**src/rtl/npr_master_if.sv**
```systemverilog
// Unibus signal bundle between an NPR bus master and the rest of the bus:
// arbitration, master/slave sync handshake, address, cycle type and data.
interface npr_master_if;
  logic        init_in_h;
  logic        npg_in_h;
  logic        bbsy_in_h;
  logic        ssyn_in_h;
  logic [15:0] d_in_h;
  logic        npr_out_h;
  logic        sack_out_h;
  logic        bbsy_out_h;
  logic [17:0] a_out_h;
  logic [1:0]  c_out_h;
  logic [15:0] d_out_h;
  logic        msyn_out_h;

  modport master (
    input  init_in_h, npg_in_h, bbsy_in_h, ssyn_in_h, d_in_h,
    output npr_out_h, sack_out_h, bbsy_out_h, a_out_h, c_out_h, d_out_h, msyn_out_h
  );

  modport slave (
    output init_in_h, npg_in_h, bbsy_in_h, ssyn_in_h, d_in_h,
    input  npr_out_h, sack_out_h, bbsy_out_h, a_out_h, c_out_h, d_out_h, msyn_out_h
  );
endinterface

```
**src/rtl/npr_master.sv**
```systemverilog
// Unibus NPR bus master: the ARM loads address/cycle/data and starts one
// DATI/DATO/DATOB transfer; the block arbitrates, runs the cycle, reports status.
module npr_master #(
  parameter int DESKEW  = 15,
  parameter int TIMEOUT = 1000
) (
  input  logic        CLOCK,
  input  logic        RESET,
  input  logic        armwrite,
  input  logic [1:0]  armwaddr,
  input  logic [31:0] armwdata,
  input  logic [1:0]  armraddr,
  output logic [31:0] armrdata,
  output logic        armintrq,
  npr_master_if.master bus
);

  typedef enum logic [2:0] {
    S_IDLE, S_REQ, S_GRANT, S_DESKEW, S_MSYN, S_RELEASE, S_FINISH
  } state_t;

  localparam logic [16:0] DESKEW_LIM  = 17'(DESKEW);
  localparam logic [16:0] TIMEOUT_LIM = 17'(TIMEOUT);

  state_t      state, state_next;
  logic [15:0] cnt;
  logic [16:0] cnt_inc;
  logic        busy, done, tmo;
  logic [17:0] a;
  logic [1:0]  c;
  logic [15:0] wdata, rdata;
  logic        reg1_write, start, abort, drive;
  logic        req_timeout, msyn_timeout, latch_rdata, finish;
  logic        unused_wdata_bits;

  assign unused_wdata_bits = ^armwdata[28:18];
  assign cnt_inc  = {1'b0, cnt} + 17'd1;
  assign drive    = (state == S_DESKEW) || (state == S_MSYN) || (state == S_RELEASE);
  assign armintrq = done;

  always_comb begin
    state_next   = state;
    req_timeout  = 1'b0;
    msyn_timeout = 1'b0;
    latch_rdata  = 1'b0;
    finish       = 1'b0;
    abort        = bus.init_in_h && (state != S_IDLE);
    // A start request coinciding with INIT is dropped as a whole.
    reg1_write   = armwrite && (armwaddr == 2'd1) && !(bus.init_in_h && armwdata[31]);
    start        = reg1_write && !busy && armwdata[31];
    unique case (state)
      S_IDLE:    if (start) state_next = S_REQ;
      S_REQ: begin
        if (bus.npg_in_h) begin
          state_next = S_GRANT;
        end else if (cnt_inc >= TIMEOUT_LIM) begin
          req_timeout = 1'b1;
          state_next  = S_IDLE;
        end
      end
      S_GRANT:   if (!bus.npg_in_h && !bus.bbsy_in_h && !bus.ssyn_in_h) state_next = S_DESKEW;
      S_DESKEW:  if (cnt_inc >= DESKEW_LIM) state_next = S_MSYN;
      S_MSYN: begin
        if (bus.ssyn_in_h) begin
          latch_rdata = !c[1];
          state_next  = S_RELEASE;
        end else if (cnt_inc >= TIMEOUT_LIM) begin
          msyn_timeout = 1'b1;
          state_next   = S_RELEASE;
        end
      end
      S_RELEASE: if (!bus.ssyn_in_h || tmo) state_next = S_FINISH;
      S_FINISH: begin
        finish     = 1'b1;
        state_next = S_IDLE;
      end
      default:   state_next = S_IDLE;
    endcase
    if (abort) begin
      state_next   = S_IDLE;
      req_timeout  = 1'b0;
      msyn_timeout = 1'b0;
      latch_rdata  = 1'b0;
      finish       = 1'b0;
    end
  end

  // One shared counter times the grant wait, the deskew and the ssyn wait;
  // it restarts on every state change and saturates instead of wrapping.
  always_ff @(posedge CLOCK or posedge RESET) begin
    if (RESET) begin
      state <= S_IDLE;
      cnt   <= '0;
    end else begin
      state <= state_next;
      if (state_next != state) cnt <= '0;
      else if (cnt != 16'hFFFF) cnt <= cnt + 16'd1;
    end
  end

  always_ff @(posedge CLOCK or posedge RESET) begin
    if (RESET) begin
      busy  <= 1'b0;
      done  <= 1'b0;
      tmo   <= 1'b0;
      a     <= '0;
      c     <= '0;
      wdata <= '0;
      rdata <= '0;
    end else begin
      if (reg1_write) done <= 1'b0;
      if (reg1_write && !busy) begin
        a <= armwdata[17:0];
        c <= armwdata[30:29];
      end
      if (start) begin
        busy <= 1'b1;
        tmo  <= 1'b0;
      end
      if (armwrite && (armwaddr == 2'd3) && !busy) wdata <= armwdata[15:0];
      if (latch_rdata) rdata <= bus.d_in_h;
      if (msyn_timeout) tmo <= 1'b1;
      if (req_timeout || abort) begin
        tmo  <= 1'b1;
        done <= 1'b1;
        busy <= 1'b0;
      end
      if (finish) begin
        done <= 1'b1;
        busy <= 1'b0;
      end
    end
  end

  // Bus outputs follow the state one clock later, except that INIT clears them at once.
  always_ff @(posedge CLOCK or posedge RESET) begin
    if (RESET) begin
      bus.npr_out_h  <= 1'b0;
      bus.sack_out_h <= 1'b0;
      bus.bbsy_out_h <= 1'b0;
      bus.msyn_out_h <= 1'b0;
      bus.a_out_h    <= '0;
      bus.c_out_h    <= '0;
      bus.d_out_h    <= '0;
    end else if (abort) begin
      bus.npr_out_h  <= 1'b0;
      bus.sack_out_h <= 1'b0;
      bus.bbsy_out_h <= 1'b0;
      bus.msyn_out_h <= 1'b0;
      bus.a_out_h    <= '0;
      bus.c_out_h    <= '0;
      bus.d_out_h    <= '0;
    end else begin
      bus.npr_out_h  <= (state == S_REQ);
      bus.sack_out_h <= (state == S_GRANT);
      bus.bbsy_out_h <= drive;
      bus.msyn_out_h <= (state == S_MSYN);
      bus.a_out_h    <= drive ? a : '0;
      bus.c_out_h    <= drive ? c : '0;
      bus.d_out_h    <= (drive && c[1]) ? wdata : '0;
    end
  end

  // Status word packs c just above the 18-bit address so all fields fit in 32 bits.
  always_comb begin
    armrdata = '0;
    unique case (armraddr)
      2'd0: armrdata = 32'h4E501001;
      2'd1: armrdata = {busy, done, tmo, 9'b0, c, a};
      2'd2: armrdata = {16'b0, rdata};
      2'd3: armrdata = {16'b0, wdata};
      default: armrdata = '0;
    endcase
  end

endmodule

```
**src/flat_wrapper.sv**
```systemverilog
// flat-port wrapper written by rule: the top's interface ports become plain ports
module npr_master_flat 
#(
  parameter int DESKEW  = 15,
  parameter int TIMEOUT = 1000
)
  (CLOCK, RESET, armwrite, armwaddr, armwdata, armraddr, armrdata, armintrq, bus_init_in_h, bus_npg_in_h, bus_bbsy_in_h, bus_ssyn_in_h, bus_d_in_h, bus_npr_out_h, bus_sack_out_h, bus_bbsy_out_h, bus_a_out_h, bus_c_out_h, bus_d_out_h, bus_msyn_out_h);
  npr_master_if bus_i ();
  input  logic CLOCK;
  input  logic RESET;
  input  logic armwrite;
  input  logic [1:0] armwaddr;
  input  logic [31:0] armwdata;
  input  logic [1:0] armraddr;
  output logic [31:0] armrdata;
  output logic armintrq;
  input wire logic [$bits(bus_i.init_in_h)-1:0] bus_init_in_h;
  input wire logic [$bits(bus_i.npg_in_h)-1:0] bus_npg_in_h;
  input wire logic [$bits(bus_i.bbsy_in_h)-1:0] bus_bbsy_in_h;
  input wire logic [$bits(bus_i.ssyn_in_h)-1:0] bus_ssyn_in_h;
  input wire logic [$bits(bus_i.d_in_h)-1:0] bus_d_in_h;
  output wire logic [$bits(bus_i.npr_out_h)-1:0] bus_npr_out_h;
  output wire logic [$bits(bus_i.sack_out_h)-1:0] bus_sack_out_h;
  output wire logic [$bits(bus_i.bbsy_out_h)-1:0] bus_bbsy_out_h;
  output wire logic [$bits(bus_i.a_out_h)-1:0] bus_a_out_h;
  output wire logic [$bits(bus_i.c_out_h)-1:0] bus_c_out_h;
  output wire logic [$bits(bus_i.d_out_h)-1:0] bus_d_out_h;
  output wire logic [$bits(bus_i.msyn_out_h)-1:0] bus_msyn_out_h;
  assign bus_i.init_in_h = bus_init_in_h;
  assign bus_i.npg_in_h = bus_npg_in_h;
  assign bus_i.bbsy_in_h = bus_bbsy_in_h;
  assign bus_i.ssyn_in_h = bus_ssyn_in_h;
  assign bus_i.d_in_h = bus_d_in_h;
  assign bus_npr_out_h = bus_i.npr_out_h;
  assign bus_sack_out_h = bus_i.sack_out_h;
  assign bus_bbsy_out_h = bus_i.bbsy_out_h;
  assign bus_a_out_h = bus_i.a_out_h;
  assign bus_c_out_h = bus_i.c_out_h;
  assign bus_d_out_h = bus_i.d_out_h;
  assign bus_msyn_out_h = bus_i.msyn_out_h;
  npr_master #(.DESKEW(DESKEW), .TIMEOUT(TIMEOUT)) u_core (.CLOCK(CLOCK), .RESET(RESET), .armwrite(armwrite), .armwaddr(armwaddr), .armwdata(armwdata), .armraddr(armraddr), .armrdata(armrdata), .armintrq(armintrq), .bus(bus_i));
endmodule
```
**config.mk**
```make
export PLATFORM = sky130hd
export DESIGN_NAME = npr_master_flat
export DESIGN_NICKNAME = d
export VERILOG_FILES = /design/src/rtl/npr_master_if.sv /design/src/rtl/npr_master.sv /design/src/flat_wrapper.sv
export SDC_FILE = /design/constraint.sdc
export NUM_CORES = 1
export LEC_CHECK = 0
export CELL_PAD_IN_SITES_DETAIL_PLACEMENT = 2
export CELL_PAD_IN_SITES_GLOBAL_PLACEMENT = 2
export CORE_MARGIN = 4
export CORE_UTILIZATION = 25
export CTS_CLUSTER_DIAMETER = 150
export DETAILED_ROUTE_END_ITERATION = 16
export HOLD_SLACK_MARGIN = 0.08
export PLACE_DENSITY = 0.62
export SETUP_SLACK_MARGIN = 0.3
export SYNTH_ARGS = -nofsm -noshare
export SYNTH_HDL_FRONTEND = slang
export SYNTH_SLANG_ARGS = --single-unit
```
**constraint.sdc**
```tcl
create_clock -name CLOCK -period 4 [get_ports CLOCK]
set_input_delay 0.4 -clock CLOCK [delete_from_list [all_inputs] [get_ports CLOCK]]
set_output_delay 0.4 -clock CLOCK [all_outputs]
set_load 0.05 [all_outputs]
```
==> flow_summary.json, run 1 <==
{
  "outcome": "complete, no violations",
  "nFillCells": 2217,
  "p_leak_nw": 3.26,
  "coreArea_mm2": 0.0213,
  "critPathLaunch": "u_core.cnt[0]$_DFFE_PP0P_",
  "cts_setup_buffers": 0,
  "ff_latch_area_mm2": 0.00285,
  "avgSynthCellArea_um2": 11.6,
  "fin_skew_ps": 8.41,
  "final_layout_size_suffix_gt1_share_pct": 23.1,
  "synth_area_mm2": 0.00548,
  "place_hpwl_um": 11600,
  "multi_input_area_mm2": 0.00237,
  "hp-class": "reg -> reg",
  "synthCells": 474,
  "area_growth_pct": 36.9,
  "crit_type": "reg -> reg",
  "cts_tree": "built",
  "post-route-util_pct": 35.3,
  "htree_levels": 4,
  "yosysWarningCount": 0,
  "pre_cts_ws_ps": 370,
  "min-delay-start": "u_core.a[16]$_DFFE_PP0P_",
  "portBuffers": 116,
  "worstSetupEndpointType": "register",
  "synth_enable_flop_cells": 0,
  "viasPerCell": 4.81,
  "max_cap_viol_count": 0,
  "wl_per_cell_um": 20.2,
  "ys_ff_latch": 114,
  "dp_cells": 833,
  "crit_arrival_ps": 3730,
  "cp_max_fo": 16,
  "num_vias": 4159,
  "clock-sinks": 114,
  "slew_violations": 0,
  "die_h_um": 156,
  "overflow": 0,
  "timing.fmax_mhz": 293,
  "ys_types": 60,
  "fp.dieW_um": 156,
  "cts_buffer_depth": 2,
  "gp_congestion": 0.784,
  "relSlewSlack_pct": 31.2,
  "num_rows": 53,
  "grt_pass1_wl_um": 28000,
  "finalCritPeriodShare_pct": 85.2,
  "finalWorstSetupSlack_ps": 591,
  "whs_ps": 499,
  "clk_pin_slew_ps": 60,
  "dieArea_mm2": 0.0244,
  "rsz0062_at_grt": "false",
  "start_kind": "register",
  "start_util_pct": 25.7,
  "period_needed_ps": 3410,
  "cts_root_buffer": "clkbuf_16",
  "n_antenna_cell": 0,
  "r2r_start": "u_core.cnt[0]$_DFFE_PP0P_",
  "yosysSeqAreaShare_pct": 52.1,
  "synth_ff_type": "dfrtp_1",
  "layout_common_cells": "dfrtp_1 (114), clkdlybuf4s50_1 (106), mux2_2 (67)",
  "peakVddDrop_uv": 297,
  "final-instance-count-excl-fill": 865,
  "postCtsHoldBufs": 0,
  "antenna_found_initial": 0,
  "setup_tns_ps": 0,
  "crit_required_ps": 4320,
  "grt_max_degree": 80,
  "grt_use_total_pct": 14.9,
  "grt_pass1_vias": 4812,
  "boundaryPins": 132,
  "nets": 638,
  "async_flop_share_pct": 100,
  "p_per_area_mw_per_mm2": 582,
  "totalWireLength_um": 17500,
  "final_common_cell": "dfrtp_1",
  "setup_viol": 0,
  "drt-initial-drc-count": 151,
  "cts_buffers": 17,
  "hold_viol_final": 0,
  "ant_nets": 0,
  "route.detailed.drc": 0,
  "worst_slew_pin_slew_ps": 1030,
  "insertion_delay_ps": 420,
  "firstDrtPassIters": 4
}
==> what timing repair did <==
action | in CTS | in global routing
setup endpoints to repair | 0 | 16
endpoints found under the hold margin | 0 | 0
gates resized for setup | 0 | 2
==> cell families (layout without fill, tap and decap cells) <==
| group | after synthesis | count (layout) | synth area share [%] |
|---|---|---|---|
| flops | 114 | 114 | 52.1 |
| compound gates | 77 | 77 | 10.9 |
| buf+inv | 60 | 173 | 5.21 |
| fa+ha+maj | 2 | 2 | 0.457 |
| mux | 72 | 72 | 14.7 |
| xor+xnor | 12 | 12 | 1.92 |
| other cells | 1 | 4 | 0.0684 |
| simple gates | 136 | 136 | 14.7 |
==> Yosys cell counts (10+ instances only) <==
library cell  count  area, um^2
buf_2            10        50.1
dfrtp_1         114        2850
a22o_1           14         123
inv_1            15        56.3
nand3_1          11        55.1
mux2_2           67         754
and2_1           27         169
clkbuf_1         20        75.1
nand2_1          12        45.0
nor2_1           22        82.6
and3_1           20         125
==> flip-flops by register name, summed over array words and instances (netlist names) <==
signal                 cells
u_core.a                  18
u_core.armintrq            1
u_core.bus.a_out_h        18
u_core.bus.bbsy_out_h      1
u_core.bus.c_out_h         2
u_core.bus.d_out_h        16
u_core.bus.msyn_out_h      1
u_core.bus.npr_out_h       1
u_core.bus.sack_out_h      1
u_core.busy                1
u_core.c                   2
u_core.cnt                16
u_core.rdata              16
u_core.state               3
u_core.tmo                 1
u_core.wdata              16
==> per-stage QoR <==
step           total power [mW]  area [um^2]
2_1_floorplan              2.32         5490
3_3_place_gp               2.62         6840
3_5_place_dp               2.68         6840
4_1_cts                    4.43         7490
5_1_grt                    4.60         7500
6_report                   4.37         7500
==> metal layers <==
| metal | up-vias | GRT usage, % | routed length (um) |
|---|---|---|---|
| li1 | 1890 | - | - |
| met1 | 2155 | 17.9 | 7340 |
| met2 | 92 | 25.3 | 8910 |
| met3 | 22 | 4.13 | 896 |
| met4 | 0 | 5.67 | 361 |
| met5 | - | 0 | 0 |
==> path summary, 6_finish.rpt <==
path / to / slack, ps / depth (start not counted)
max in group asynchronous: u_core.bus.d_out_h[10]$_DFF_PP0_ / 2680 / 3
min in group asynchronous: u_core.bus.d_out_h[6]$_DFF_PP0_ / 580 / 2
worst min register to register: u_core.bus.a_out_h[16]$_DFF_PP0_ / 500 / 1
worst min-delay path: u_core.bus.a_out_h[16]$_DFF_PP0_ / 500 / 1
worst max register to register: u_core.cnt[8]$_DFFE_PP0P_ / 590 / 8
worst max-delay path: u_core.cnt[8]$_DFFE_PP0P_ / 590 / 8
==> where the power goes <==
group          switching (mW)  total (mW)  internal [mW]
Clock                   0.587        1.70           1.12
Sequential              0.258        1.64           1.38
Combinational           0.559        1.02          0.463
Total                    1.40        4.37           2.96
==> cell type report <==
class	count	area share [%]
repair buffers	126	16.3
flip-flops and latches	114	38.0
well taps	275	4.58
inverters	15	0.784
clock inverters	14	2.98
clock buffers	18	5.72
multi-input cells	303	31.6
==> worst max-delay path, stage by stage, from the launching register on <==
cell and delay, ps:
dfrtp_1 540, ha_2 340, nand3_2 210, nor4_1 440, mux2_2 400, or4_4 560
o21ai_2 190, a32oi_4 290, a211oi_1 330
(Power assumes the default switching activity.)
==> run 2, diff against run 1 <==
- CORE_UTILIZATION: 25 -> 32
- PLACE_DENSITY: 0.62 -> 0.77
==> flow_summary.json, run 2 (synthesis results as in run 1) <==
{
  "grt_pass1_wl_um": 29800,
  "fin_skew_ps": 11.0,
  "dieArea_mm2": 0.0193,
  "cts_buffers": 17,
  "min_path_cells": 1,
  "finalWorstSetupSlack_ps": 485,
  "relSlewSlack_pct": 40.4,
  "r2r_cells": 9,
  "cts_resized": 0,
  "die_h_um": 139,
  "drt-initial-drc-count": 151,
  "setup_viol": 0,
  "crit_type": "reg -> reg",
  "pre_cts_ws_ps": 419,
  "clk_pin_slew_ps": 60,
  "grt_use_total_pct": 19.9,
  "area_growth_pct": 34.5,
  "postLayoutCellArea_mm2": 0.00737,
  "cts_buffer_depth": 2,
  "num_vias": 4251,
  "place_hpwl_um": 12000,
  "portBuffers": 116,
  "gp_congestion": 0.841,
  "r2r_start": "u_core.cnt[0]$_DFFE_PP0P_",
  "p_per_area_mw_per_mm2": 578,
  "boundaryPins": 132,
  "period_needed_ps": 3510,
  "finalCritPeriodShare_pct": 87.9,
  "num_rows": 47,
  "cp_max_fo": 16,
  "post-route-util_pct": 44.1,
  "cts_setup_buffers": 0,
  "crit_required_ps": 4310,
  "totalWireLength_um": 18800,
  "outcome": "complete, no violations",
  "layout_common_cells": "dfrtp_1 (114), clkdlybuf4s50_1 (104), mux2_2 (67)",
  "fp.dieW_um": 139,
  "hp-class": "reg -> reg",
  "n_antenna_cell": 0,
  "overflow": 0,
  "wl_per_cell_um": 23.2,
  "antenna_found_initial": 0,
  "worstSetupEndpointType": "register",
  "timing.fmax_mhz": 285,
  "slew_violations": 0,
  "rsz0062_at_grt": "false",
  "cts_tree": "built",
  "top_regs": "u_core.a x18, u_core.bus.a_out_h x18",
  "place_area_mm2": 0.00676,
  "peakVddDrop_uv": 325,
  "nFillCells": 1704,
  "final_common_cell": "dfrtp_1",
  "htree_levels": 4,
  "nets": 638,
  "r2r_slack_ps": 490,
  "grt_max_degree": 68,
  "p_leak_nw": 3.23,
  "grt_pass1_vias": 5021,
  "max_cap_viol_count": 0,
  "clock-sinks": 114,
  "start_util_pct": 32.8,
  "start_kind": "register",
  "ant_nets": 0,
  "setup_tns_ps": 0,
  "crit_arrival_ps": 3830,
  "insertion_delay_ps": 420,
  "firstDrtPassIters": 5,
  "route.detailed.drc": 0,
  "min-delay-start": "u_core.rdata[11]$_DFFE_PP0P_",
  "hold_end": "u_core.rdata[11]$_DFFE_PP0P_",
  "cts_root_buffer": "clkbuf_16",
  "worst_slew_pin_slew_ps": 894,
  "final_layout_size_suffix_gt1_share_pct": 23.6,
  "postCtsHoldBufs": 0,
  "hold_viol_final": 0,
  "reg2reg_to": "u_core.cnt[1]$_DFFE_PP0P_",
  "viasPerCell": 5.25,
  "coreArea_mm2": 0.0167
}
## run 2: per-layer routing
layer | vias to the layer above | track usage, % | part of all wire (%)
met4 | 0 | 6.49 | 1.3
met3 | 18 | 5.62 | 4.3
met2 | 108 | 36.1 | 54
li1 | 1906 | - | -
met5 | - | 0 | 0
met1 | 2219 | 22.5 | 40
## run 2: worst max path at each step
stage | start | end | slack, ps | depth (start not counted)
floorplan | RESET | u_core.a[0]$_DFFE_PP0P_ | 580 | 1
global placement | u_core.cnt[0]$_DFFE_PP0P_ | u_core.cnt[15]$_DFFE_PP0P_ | 670 | 8
detailed placement | u_core.cnt[0]$_DFFE_PP0P_ | u_core.cnt[8]$_DFFE_PP0P_ | 420 | 8
CTS | u_core.cnt[0]$_DFFE_PP0P_ | u_core.cnt[8]$_DFFE_PP0P_ | 330 | 8
global route | u_core.cnt[0]$_DFFE_PP0P_ | u_core.cnt[14]$_DFFE_PP0P_ | 310 | 9
finish | u_core.cnt[0]$_DFFE_PP0P_ | u_core.cnt[1]$_DFFE_PP0P_ | 490 | 9
## run 2: stage by stage
step	power (mW)	hold WS, ps	instances
final	4.26	513	810
after global routing	4.47	534	810
after CTS	4.30	513	810
after detailed placement	2.70	494	778
after global placement	2.61	476	778
after floorplan	2.32	462	477
## run 2: critical path, cell delays in order (launching register included)
cell      delay [ps]
dfrtp_1          540
ha_2             330
nand3_2          220
nor4_1           450
mux2_2           410
or4_4            560
nor2_2           260
a221oi_2         110
buf_4            230
nor3b_1          280
## run 2: area by class of cell
| class | instances | area [um^2] | area share [%] |
|---|---|---|---|
| clock buffers | 18 | 439 | 5.96 |
| clock inverters | 14 | 155 | 2.10 |
| inverters | 15 | 58.8 | 0.798 |
| multi-input cells | 303 | 2370 | 32.2 |
| flip-flops and latches | 114 | 2850 | 38.7 |
| well taps | 220 | 275 | 3.73 |
| repair buffers | 126 | 1220 | 16.5 |
## run 2: where the power goes
part	total, mW	switching, mW	internal, mW	leakage [nW]
combinational	1.05	0.592	0.460	1.45
sequential	1.67	0.286	1.38	1.49
clock	1.54	0.598	0.942	0.288
==> run 3, diff against run 2 <==
- CORE_UTILIZATION: 32 -> 33
- CTS_BUF_LIST: unset -> sky130_fd_sc_hd__clkbuf_4 sky130_fd_sc_hd__clkbuf_8
- PLACE_DENSITY: 0.77 -> 0.79
==> flow_summary.json, run 3 (synthesis results as in run 1) <==
{
  "crit_family": "simple AND/OR/NAND/NOR gates",
  "dieArea_mm2": 0.0187,
  "dp_cells": 776,
  "worst_slew_pin_slew_ps": 1030,
  "layout_common_cells": "dfrtp_1 (114), clkdlybuf4s50_1 (107), mux2_2 (67)",
  "top_regs": "u_core.a x18, u_core.bus.a_out_h x18",
  "cts_buffer_depth": 2,
  "fin_skew_ps": 11.0,
  "relSlewSlack_pct": 30.9,
  "dr.max_layer_used": "met4",
  "wl_per_cell_um": 21.4,
  "final_layout_size_suffix_gt1_share_pct": 23.1,
  "grt_pass1_vias": 4872,
  "wl_met3_um": 679,
  "clock-sinks": 114,
  "multi_input_area_mm2": 0.00237,
  "setup_viol": 0,
  "start_util_pct": 34.1,
  "antenna_found_initial": 0,
  "area_growth_pct": 31.0,
  "peakVddDrop_uv": 249,
  "grt_pass1_wl_um": 27700,
  "num_rows": 46,
  "grt_use_total_pct": 19.2,
  "p_total_mw": 3.75,
  "crit_arrival_ps": 3710,
  "cts_root_buffer": "clkbuf_8",
  "finalWorstSetupSlack_ps": 623,
  "crit_type": "reg -> reg",
  "wl_met1_um": 7150,
  "setup_tns_ps": 0,
  "nets": 640,
  "grt_max_degree": 115,
  "slew_violations": 0,
  "final-instance-count-excl-fill": 808,
  "drt-initial-drc-count": 163,
  "cp_num_buf_inv": 0,
  "num_vias": 4210,
  "hp-class": "in -> async",
  "portBuffers": 116,
  "place_area_mm2": 0.00678,
  "totalWireLength_um": 17300,
  "crit_path_top_delay_cell": "dfrtp_1",
  "boundaryPins": 132,
  "p_leak_nw": 3.13,
  "cp_max_fo": 16,
  "clk_pin_slew_ps": 80,
  "outcome": "complete, no violations",
  "crit_path_cell_trace": "ha_1 -> nand3_2 -> nor4_1 -> mux2_2 -> or4_4 -> o21ai_2 -> a32oi_4 -> a211oi_1",
  "final_common_cell": "dfrtp_1",
  "cts_tree": "built",
  "period_needed_ps": 3380,
  "postLayoutCellArea_mm2": 0.00718,
  "coreArea_mm2": 0.0161,
  "place_hpwl_um": 12000,
  "nFillCells": 1602,
  "rsz0062_at_grt": "false",
  "die_h_um": 137,
  "p_per_area_mw_per_mm2": 522,
  "postCtsHoldBufs": 0,
  "crit_required_ps": 4330,
  "route.detailed.drc": 0,
  "n_antenna_cell": 0,
  "htree_levels": 4,
  "start_kind": "register",
  "cts_buffers": 17,
  "timing.fmax_mhz": 296,
  "wl_met2_um": 9250,
  "slowest_delay_ps": 550,
  "viasPerCell": 5.21,
  "post-route-util_pct": 44.7,
  "insertion_delay_ps": 430,
  "firstDrtPassIters": 4,
  "worstSetupEndpointType": "register",
  "ff_latch_area_mm2": 0.00285,
  "overflow": 0,
  "fp.dieW_um": 137,
  "max_cap_viol_count": 0,
  "gp_congestion": 0.818,
  "pre_cts_ws_ps": 500,
  "finalCritPeriodShare_pct": 84.4,
  "whs_ps": 468,
  "hold_viol_final": 0,
  "ant_nets": 0
}
run 3: worst paths after layout:
| kind | from | to | slack (ps) | cells past startpoint |
|---|---|---|---|---|
| setup / recovery | u_core.cnt[0]$_DFFE_PP0P_ | u_core.cnt[11]$_DFFE_PP0P_ | 620 | 8 |
| hold / removal | RESET | u_core.bus.d_out_h[13]$_DFF_PP0_ | 470 | 3 |
| hold reg to reg | u_core.rdata[14]$_DFFE_PP0P_ | u_core.rdata[14]$_DFFE_PP0P_ | 510 | 1 |
| setup reg to reg | u_core.cnt[0]$_DFFE_PP0P_ | u_core.cnt[11]$_DFFE_PP0P_ | 620 | 8 |
| max in group asynchronous | RESET | u_core.armintrq$_DFFE_PP0P_ | 3050 | 3 |
| min in group CLOCK | u_core.rdata[14]$_DFFE_PP0P_ | u_core.rdata[14]$_DFFE_PP0P_ | 510 | 1 |
run 3: metal layers:
metal | track usage, % | vias up
li1 | - | 1904
met1 | 23.1 | 2199
met2 | 34.3 | 87
met3 | 3.82 | 20
met4 | 6.43 | 0
met5 | 0 | -
run 3: tightest hold or removal path, stage by stage:
cell and delay (ps):
clkdlybuf4s50_1 440, inv_4 80, buf_12 450
run 3: final cells by class:
type | count | share of cell area [%]
inverters | 15 | 0.819
clock buffers | 19 | 3.64
multi-input cells | 303 | 33.0
well taps | 216 | 3.76
flip-flops and latches | 114 | 39.7
clock inverters | 13 | 1.74
repair buffers | 128 | 17.3
run 3: repair_timing:
| action | CTS | global route |
|---|---|---|
| setup buffers | 0 | 0 |
| gates resized for setup | 0 | 1 |
| endpoints found under the setup margin | 0 | 7 |
run 3: report_power, final:
| part | internal [mW] | switching [mW] | leakage, nW | total (mW) |
|---|---|---|---|---|
| clock network | 0.533 | 0.528 | 0.182 | 1.06 |
| logic | 0.468 | 0.599 | 1.46 | 1.07 |
| registers | 1.38 | 0.238 | 1.49 | 1.62 |
| total | 2.38 | 1.36 | 3.13 | 3.75 |
